`src/rtl/sram_arb.sv`:
```
// sram_arb: arbitrates two requesters onto one single-port SRAM and adds a zero-fill sweep.
// Define SRAM_ARB_RR_EN for round-robin arbitration; otherwise requester 0 has fixed priority.
module sram_arb (
  input  logic        clk,
  input  logic        rst_n,
  input  logic        req0,
  input  logic        req1,
  input  logic        we0,
  input  logic        we1,
  input  logic [8:0]  addr0,
  input  logic [8:0]  addr1,
  input  logic [11:0] wdata0,
  input  logic [11:0] wdata1,
  output logic        gnt0,
  output logic        gnt1,
  output logic        rvalid0,
  output logic        rvalid1,
  output logic [11:0] rdata,
  input  logic        clr_start,
  output logic        clr_busy,
  output logic        clr_done,
  output logic        mem_cen,
  output logic        mem_wen,
  output logic        mem_oen,
  output logic [8:0]  mem_a,
  output logic [11:0] mem_d,
  input  logic [11:0] mem_q
);

  typedef enum logic [1:0] {StIdle, StServe, StClear} state_e;

  state_e      state_q, state_d;
  logic [8:0]  cnt_q;
  logic [1:0]  tag1_q, tag2_q;
  logic        rvalid0_q, rvalid1_q, clr_done_q;
  logic [11:0] rdata_q, mem_d_q;
  logic [8:0]  mem_a_q;
  logic        mem_cen_q, mem_wen_q;
  logic        arb_ok, g0, g1;

  // Grants are also held off while in reset so they drop together with the registered outputs.
  assign arb_ok = rst_n && (state_q != StClear) && !clr_start;

`ifdef SRAM_ARB_RR_EN
  logic last1_q;  // set when requester 1 was granted most recently

  always_comb begin
    g0 = 1'b0;
    g1 = 1'b0;
    if (arb_ok) begin
      if (req0 && req1) begin
        g0 = last1_q;
        g1 = !last1_q;
      end else begin
        g0 = req0;
        g1 = req1;
      end
    end
  end

  always_ff @(posedge clk or negedge rst_n) begin
    if (!rst_n) begin
      last1_q <= 1'b1;
    end else if (g0 || g1) begin
      last1_q <= g1;
    end
  end
`else
  always_comb begin
    g0 = arb_ok && req0;
    g1 = arb_ok && req1 && !req0;
  end
`endif

  always_comb begin
    state_d = state_q;
    unique case (state_q)
      StIdle: begin
        if (clr_start)          state_d = StClear;
        else if (req0 || req1)  state_d = StServe;
      end
      StServe: begin
        if (clr_start)          state_d = StClear;
        else if (!req0 && !req1) state_d = StIdle;
      end
      StClear: begin
        if (cnt_q == 9'd511)    state_d = StIdle;
      end
      default: state_d = StIdle;
    endcase
  end

  always_ff @(posedge clk or negedge rst_n) begin
    if (!rst_n) begin
      state_q    <= StIdle;
      cnt_q      <= 9'd0;
      clr_done_q <= 1'b0;
    end else begin
      state_q    <= state_d;
      clr_done_q <= (state_q == StClear) && (cnt_q == 9'd511);
      if (state_q == StClear) cnt_q <= cnt_q + 9'd1;
    end
  end

  // SRAM command register: sweep writes take precedence, idle cycles deselect the array.
  always_ff @(posedge clk or negedge rst_n) begin
    if (!rst_n) begin
      mem_cen_q <= 1'b1;
      mem_wen_q <= 1'b1;
      mem_a_q   <= 9'd0;
      mem_d_q   <= 12'd0;
    end else if (state_q == StClear) begin
      mem_cen_q <= 1'b0;
      mem_wen_q <= 1'b0;
      mem_a_q   <= cnt_q;
      mem_d_q   <= 12'd0;
    end else if (g0) begin
      mem_cen_q <= 1'b0;
      mem_wen_q <= !we0;
      mem_a_q   <= addr0;
      mem_d_q   <= wdata0;
    end else if (g1) begin
      mem_cen_q <= 1'b0;
      mem_wen_q <= !we1;
      mem_a_q   <= addr1;
      mem_d_q   <= wdata1;
    end else begin
      mem_cen_q <= 1'b1;
      mem_wen_q <= 1'b1;
    end
  end

  // One-hot {req1, req0} read tags follow the access through the SRAM latency.
  always_ff @(posedge clk or negedge rst_n) begin
    if (!rst_n) begin
      tag1_q    <= 2'b00;
      tag2_q    <= 2'b00;
      rvalid0_q <= 1'b0;
      rvalid1_q <= 1'b0;
      rdata_q   <= 12'd0;
    end else begin
      tag1_q    <= {g1 && !we1, g0 && !we0};
      tag2_q    <= tag1_q;
      rvalid0_q <= tag2_q[0];
      rvalid1_q <= tag2_q[1];
      if (|tag2_q) rdata_q <= mem_q;
    end
  end

  assign gnt0     = g0;
  assign gnt1     = g1;
  assign rvalid0  = rvalid0_q;
  assign rvalid1  = rvalid1_q;
  assign rdata    = rdata_q;
  assign clr_busy = (state_q == StClear);
  assign clr_done = clr_done_q;
  assign mem_cen  = mem_cen_q;
  assign mem_wen  = mem_wen_q;
  assign mem_oen  = 1'b0;
  assign mem_a    = mem_a_q;
  assign mem_d    = mem_d_q;

endmodule
```
`config.mk`:
```
export PLATFORM = sky130hd
export DESIGN_NAME = sram_arb
export DESIGN_NICKNAME = d
export VERILOG_FILES = /design/src/rtl/sram_arb.sv
export SDC_FILE = /design/constraint.sdc
export NUM_CORES = 1
export LEC_CHECK = 0
export ABC_CLOCK_PERIOD_IN_PS = 1600
export CORE_MARGIN = 1.5
export CORE_UTILIZATION = 39
export DETAILED_ROUTE_END_ITERATION = 8
export PLACE_DENSITY = 0.83
export SETUP_SLACK_MARGIN = 0.5
export SLEW_MARGIN = 5
export SYNTH_ARGS = -nofsm -noshare
export SYNTH_HDL_FRONTEND = slang
export SYNTH_SLANG_ARGS = --single-unit
```
`constraint.sdc`:
```
create_clock -name clk -period 1.6 [get_ports clk]
set_input_delay 0.16 -clock clk [delete_from_list [all_inputs] [get_ports clk]]
set_output_delay 0.16 -clock clk [all_outputs]
set_load 0.02 [all_outputs]
```
; After elaboration in Yosys (flattened, before gate mapping)
; Index checks and enable logic that the tools add are counted.
[totals]
reg_bits = 53
output_inout_bits = 42
[classes]
n_addsub = 1
eq_ne = 7
n_mux = 18
n_reduce_logical = 19
[op_table]
columns = operator, count
row1 = two-way mux 12 bit, 3
row2 = two-way mux 9 bit, 3
row3 = two-way mux 2 bit, 5
row4 = "adder 9 x 1 -> 9 bit, second input constant", 1
row5 = "equality test 9 bit, second input constant", 1
row6 = logical AND 1 bit, 9
row7 = two-way mux 1 bit, 6
row8 = "!= test 3 bit, second input constant", 2
row9 = case mux 2 bit (3 select lines), 1
row10 = logical NOT 1 bit, 5
row11 = AND reduction 3 bit, 1
row12 = nonzero test 3 bit, 1
row13 = "equality test 2 x 1 -> 1 bit, second input constant", 1
row14 = "equality test 2 bit, second input constant", 1
row15 = logical NOT 2 bit, 1
row16 = "!= test 2 x 1 -> 1 bit, second input constant", 1
row17 = "!= test 2 bit, second input constant", 1
row18 = OR reduction 2 bit, 1
row19 = logical OR 1 bit, 1

; Depth between registers and ports, before layout
[depth]
ltp_word = 8
mapped_depth = 8
ltp_nobuf = 6

; Worst setup path after synthesis
; No wires, ideal clock.
[synth_timing]
kind = register to register
from = register state_q[1]
to = register mem_wen_q, in the netlist mem_wen
setup_ns = 0.120
t_arrival_ns = 1.461
required_time_ns = 1.480
path_slack_ns = 0.019
path_stages_with_launch = 7
synth_period_minus_slack_ns = 1.581
path_cell_list = dfrtp_1 -> nand2b_1 -> buf_4 -> inv_2 -> buf_2 -> nor4b_2 -> a221oi_1
[synth_via]
elab_chain_len = 8
word_cells_on_any_way = 10
cone_classes = eq/ne: 2 / mux: 3 / reduce/logical: 5
[synth_rtl]
columns = item, line
row1 = start: declaration, 32  ; state_e state_q, state_d;
row2 = start signal: assignment, 95  ; state_q <= StIdle;
row3 = start signal: assignment, 99  ; state_q <= state_d;
row4 = != test 2 bit, 42  ; assign arb_ok = rst_n && (state_q != StClear) && !clr_start;
row5 = logical AND 1 bit (2 in a row), 42
row6 = logical AND 1 bit (2 in a row), 71  ; g1 = arb_ok && req1 && !req0;
row7 = via gnt1, 15  ; output logic gnt1,
row8 = two-way mux 1 bit, 122  ; end else if (g1) begin
row9 = two-way mux 1 bit, 117  ; end else if (g0) begin
row10 = two-way mux 1 bit, 112  ; end else if (state_q == StClear) begin
row11 = end signal: assignment, 119  ; mem_wen_q <= !we0;
row12 = end signal: assignment, 124  ; mem_wen_q <= !we1;
row13 = end: declaration, 38  ; logic mem_cen_q, mem_wen_q;
; The timed path passes the listed nets, and every way through them passes these cells.
; A chain may end at the register's enable or synchronous reset.

; Worst setup path after layout
[layout_timing]
from = register state_q[1]
to = register mem_d_q[1], in the netlist mem_d[1]
[layout_via]
elab_chain_len = 6
word_cells_on_any_way = 10
cone_classes = eq/ne: 2 / mux: 2 / reduce/logical: 6
[layout_rtl]
columns = item, line
row1 = != test 2 bit, 42
row2 = logical AND 1 bit (2 in a row), 42
row3 = "logical AND 1 bit, on equally long branches", "70, 71"
row4 = two-way mux 12 bit / logical AND 1 bit (equally long branches), "117, 71"
row5 = two-way mux 12 bit / nonzero test 3 bit (equally long branches), n/a
row6 = end signal: assignment, 121  ; mem_d_q <= wdata0;
row7 = end signal: assignment, 126  ; mem_d_q <= wdata1;
row8 = end: declaration, 36  ; logic [11:0] rdata_q, mem_d_q;
; Parallel ways exist; a longest one is shown, timed or not.

==> flow_summary.ini <==
[grt]
grt_pass1_wl_um = 11250
grt.total_usage_pct = 22.10
grt_overflow = 0
grt_pass1_vias = 2330
grt_start_max_net_pins = 34
antenna_found_initial = 0

[power]
p_per_area_mw_per_mm2 = 1597
p_sw_uw = 2600
clkPwrFrac_pct = 13.9
combPwrFrac_pct = 55.4
ir_drop_mv = 1.031
p_int_uw = 4232
swShare_pct = 38.06
leakage_uw = 0.001955
seqPwrFrac_pct = 30.7

[setup_path]
critPathRequiredTime_ps = 1820
cp_slowest_cell = dfrtp_1
cpPeakStageDelay_ps = 420
crit_family = simple AND/OR/NAND/NOR gates
crit_path_end_kind = flip-flop
critPathMostFrequentCell = buf_6
crit_type = flip-flop to flip-flop
worstPathCellList = nand2b_4 > inv_4 > buf_6 > or3_4 > buf_6 > o32ai_2
arrival_ps = 1800
crit_path_start_kind = flip-flop
cp.buffers_inverters = 3
crit_path_max_fanout = 9

[synth]
synthTopCellsByCount = 51 x dfrtp_1, 15 x nand2_1, 14 x inv_1, 14 x nor3_1
synth_ff_type = dfrtp_1
avgSynthCellArea_um2 = 10.99
yosys.area.top_type = dfrtp_1
ys_types = 37
yosysSeqAreaShare_pct = 53.72
synth_area_mm2 = 0.002474
synth_cells = 225
ys_seq_elements = 53
synth_edf_count = 0
synth_nets = 288
synthTopCellsByArea = dfrtp_1 52%, o32ai_2 6.6%, mux2_2 5.5%
yosysMostFrequentCell = dfrtp_1
yosysWarningCount = 0
yosysTopAreaCellShare_pct = 51.59
async_reset_ff_share_pct = 100.0

[cells_and_area]
num_antenna_cells = 0
area_delta_synth_final_pct = 72.94
fin_nets = 427
layout.cells.non_filler = 440
final_util_pct = 70.99
fillers = 431
drive_above_1_share_pct = 43.84

[detailed_routing]
postRouteWirelength_um = 8230
wl_per_cell_um = 18.70
drc = 0
antenna_left = 0
drt_pass1_iterations = 4
drt_iter0_markers = 122
vias = 2354
vias_per_cell = 5.350

[flow_run]
cap_violations = 0

[timing]
rsz0062_at_grt = true
setup_viol = 0
finalMaxSlewViolations = 0
hold_viol = 31
skew_ps = 11.75
max_freq_mhz = 633.9
finalSetupTns_ps = 0
setup_ws_ps = 22.37
holdWs_ps = -15.47
fin_crit_sh_pct = 98.60
min_period_ps = 1578

[cts]
path_clk_slew_ps = 100
cts_buffers = 5
clk_latency_ps = 310
tritoncts = done
cts_sinks = 53
cts_buffer_depth = 2
h-tree-depth = 2
cts.root.buffer_cell = clkbuf_8

[floorplanning]
io_pins = 103
core_area_mm2 = 0.006026
die_y_um = 82.64
fp.dieW_um = 82.64
floorplan.initialDensity_pct = 41.05
dieArea_mm2 = 0.006829
row_count = 28

[placed_design]
pre_cts_slack_ps = -388.4
port-buffer-count = 101
dp_hpwl_um = 4815
dp_cells = 402
gp_congestion = 0.7865

[outcome]
violations = negative hold slack
status = finished with violations

[worst_hold_path]
worstHoldPathType = input pin to asynchronous set/reset pin
==> area by class of cell <==
type | count | area (um^2) | share of cell area (%)
repair buffers | 151 | 1365 | 31.91
flip-flops and latches | 53 | 1330 | 31.09
multi-input cells | 137 | 1306 | 30.54
well taps | 75 | 93.84 | 2.194
clock buffers | 6 | 82.58 | 1.930
inverters | 16 | 62.56 | 1.462
clock inverters | 2 | 37.54 | 0.8775
==> what timing repair did <==
item / 4_1_cts / 5_1_grt
buffers inserted: 8 / 16
endpoints found under the hold margin: 21 / 0
pin swaps: 9 / 14
setup endpoints to repair: 87 / 56
cloned: 2 / 3
resized for setup: 210 / 34
hold buffers: 1 / 0
==> cells in the final DEF (no fill, tap or decap), types with 3 or more instances in the layout <==
master           Yosys  final
dfrtp_1             51     50
nor3_1              14     11
clkdlybuf4s50_1      0     57
buf_12               0      5
nand4_1              3      3
a21oi_1             12     12
xor2_1               3      3
xnor2_1              4      4
o311ai_2             0      5
clkbuf_8             0      6
nand2_1             15     10
buf_6                1     17
mux2_4               0     12
o32ai_2             10     11
buf_4                2     27
nor2_1              13      9
o211ai_1             8      8
nand2_2              0      4
inv_1               14     14
nor2b_1             13     13
buf_2                5     37
nor2_4               0      4
==> routing by layer <==
layer / routed length (um) / part of all wire (%) / GRT usage [%]
met2: 4254 / 52 / 39.67
met5: 0 / 0 / 0
met3: 593 / 7.2 / 4.725
met4: 220 / 2.7 / 6.000
met1: 3162 / 38 / 26.62
==> state kept, by name, summed over array words and instances, names as in the netlist <==
register and cells:
mem_wen 1, state_q 2, rvalid1 1, tag1_q 2, cnt_q 9, clr_done 1
rdata 12, mem_cen 1, mem_a 9, tag2_q 2, rvalid0 1, mem_d 12
==> worst min-delay path, cell delays in order <==
cell and delay [ps]:
buf_2 90, buf_4 110, buf_4 350
==> power by group through the flow <==
stage | Clock, uW | Sequential, uW | Combinational [uW]
after floorplan | 0 | 2430 | 1160
after global placement | 0 | 2060 | 2600
after detailed placement | 0 | 2090 | 2660
after CTS | 959 | 2050 | 2880
after global routing | 1020 | 2140 | 3980
final | 950 | 2100 | 3780
==> worst paths after layout <==
check | startpoint | to | slack (ps) | depth (start not counted)
max in group asynchronous | rst_n | cnt_q[3] | 810 | 4
hold / removal | rst_n | mem_a[2] | -20 | 3
setup reg to reg | state_q[1] | mem_d[1] | 20 | 6
hold reg to reg | tag1_q[0] | tag2_q[0] | 360 | 0
min in group clk | clr_start | state_q[0] | 250 | 3
setup / recovery | state_q[1] | mem_d[1] | 20 | 6
==> stage by stage <==
stage                     instance area [um^2]  power, uW
final                                     4278       6832
after global routing                      4278       7139
after CTS                                 3959       5886
after detailed placement                  3710       4750
after global placement                    3710       4669
after floorplan                           2572       3592
==> cell families (layout without fill, tap and decap cells) <==
family	after synthesis	in the layout	synth area share, %
AOI/OAI and AO/OA	45	45	16.54
xor gates and xnor gates	7	7	2.479
adders and majority gates	2	2	1.011
buffers and inverters	35	175	6.171
DFF	53	53	53.72
muxes	12	12	5.463
other	1	1	0.1516
and+or+nand+nor	70	70	14.47
No activity file was read; power rests on OpenSTA's default activity.
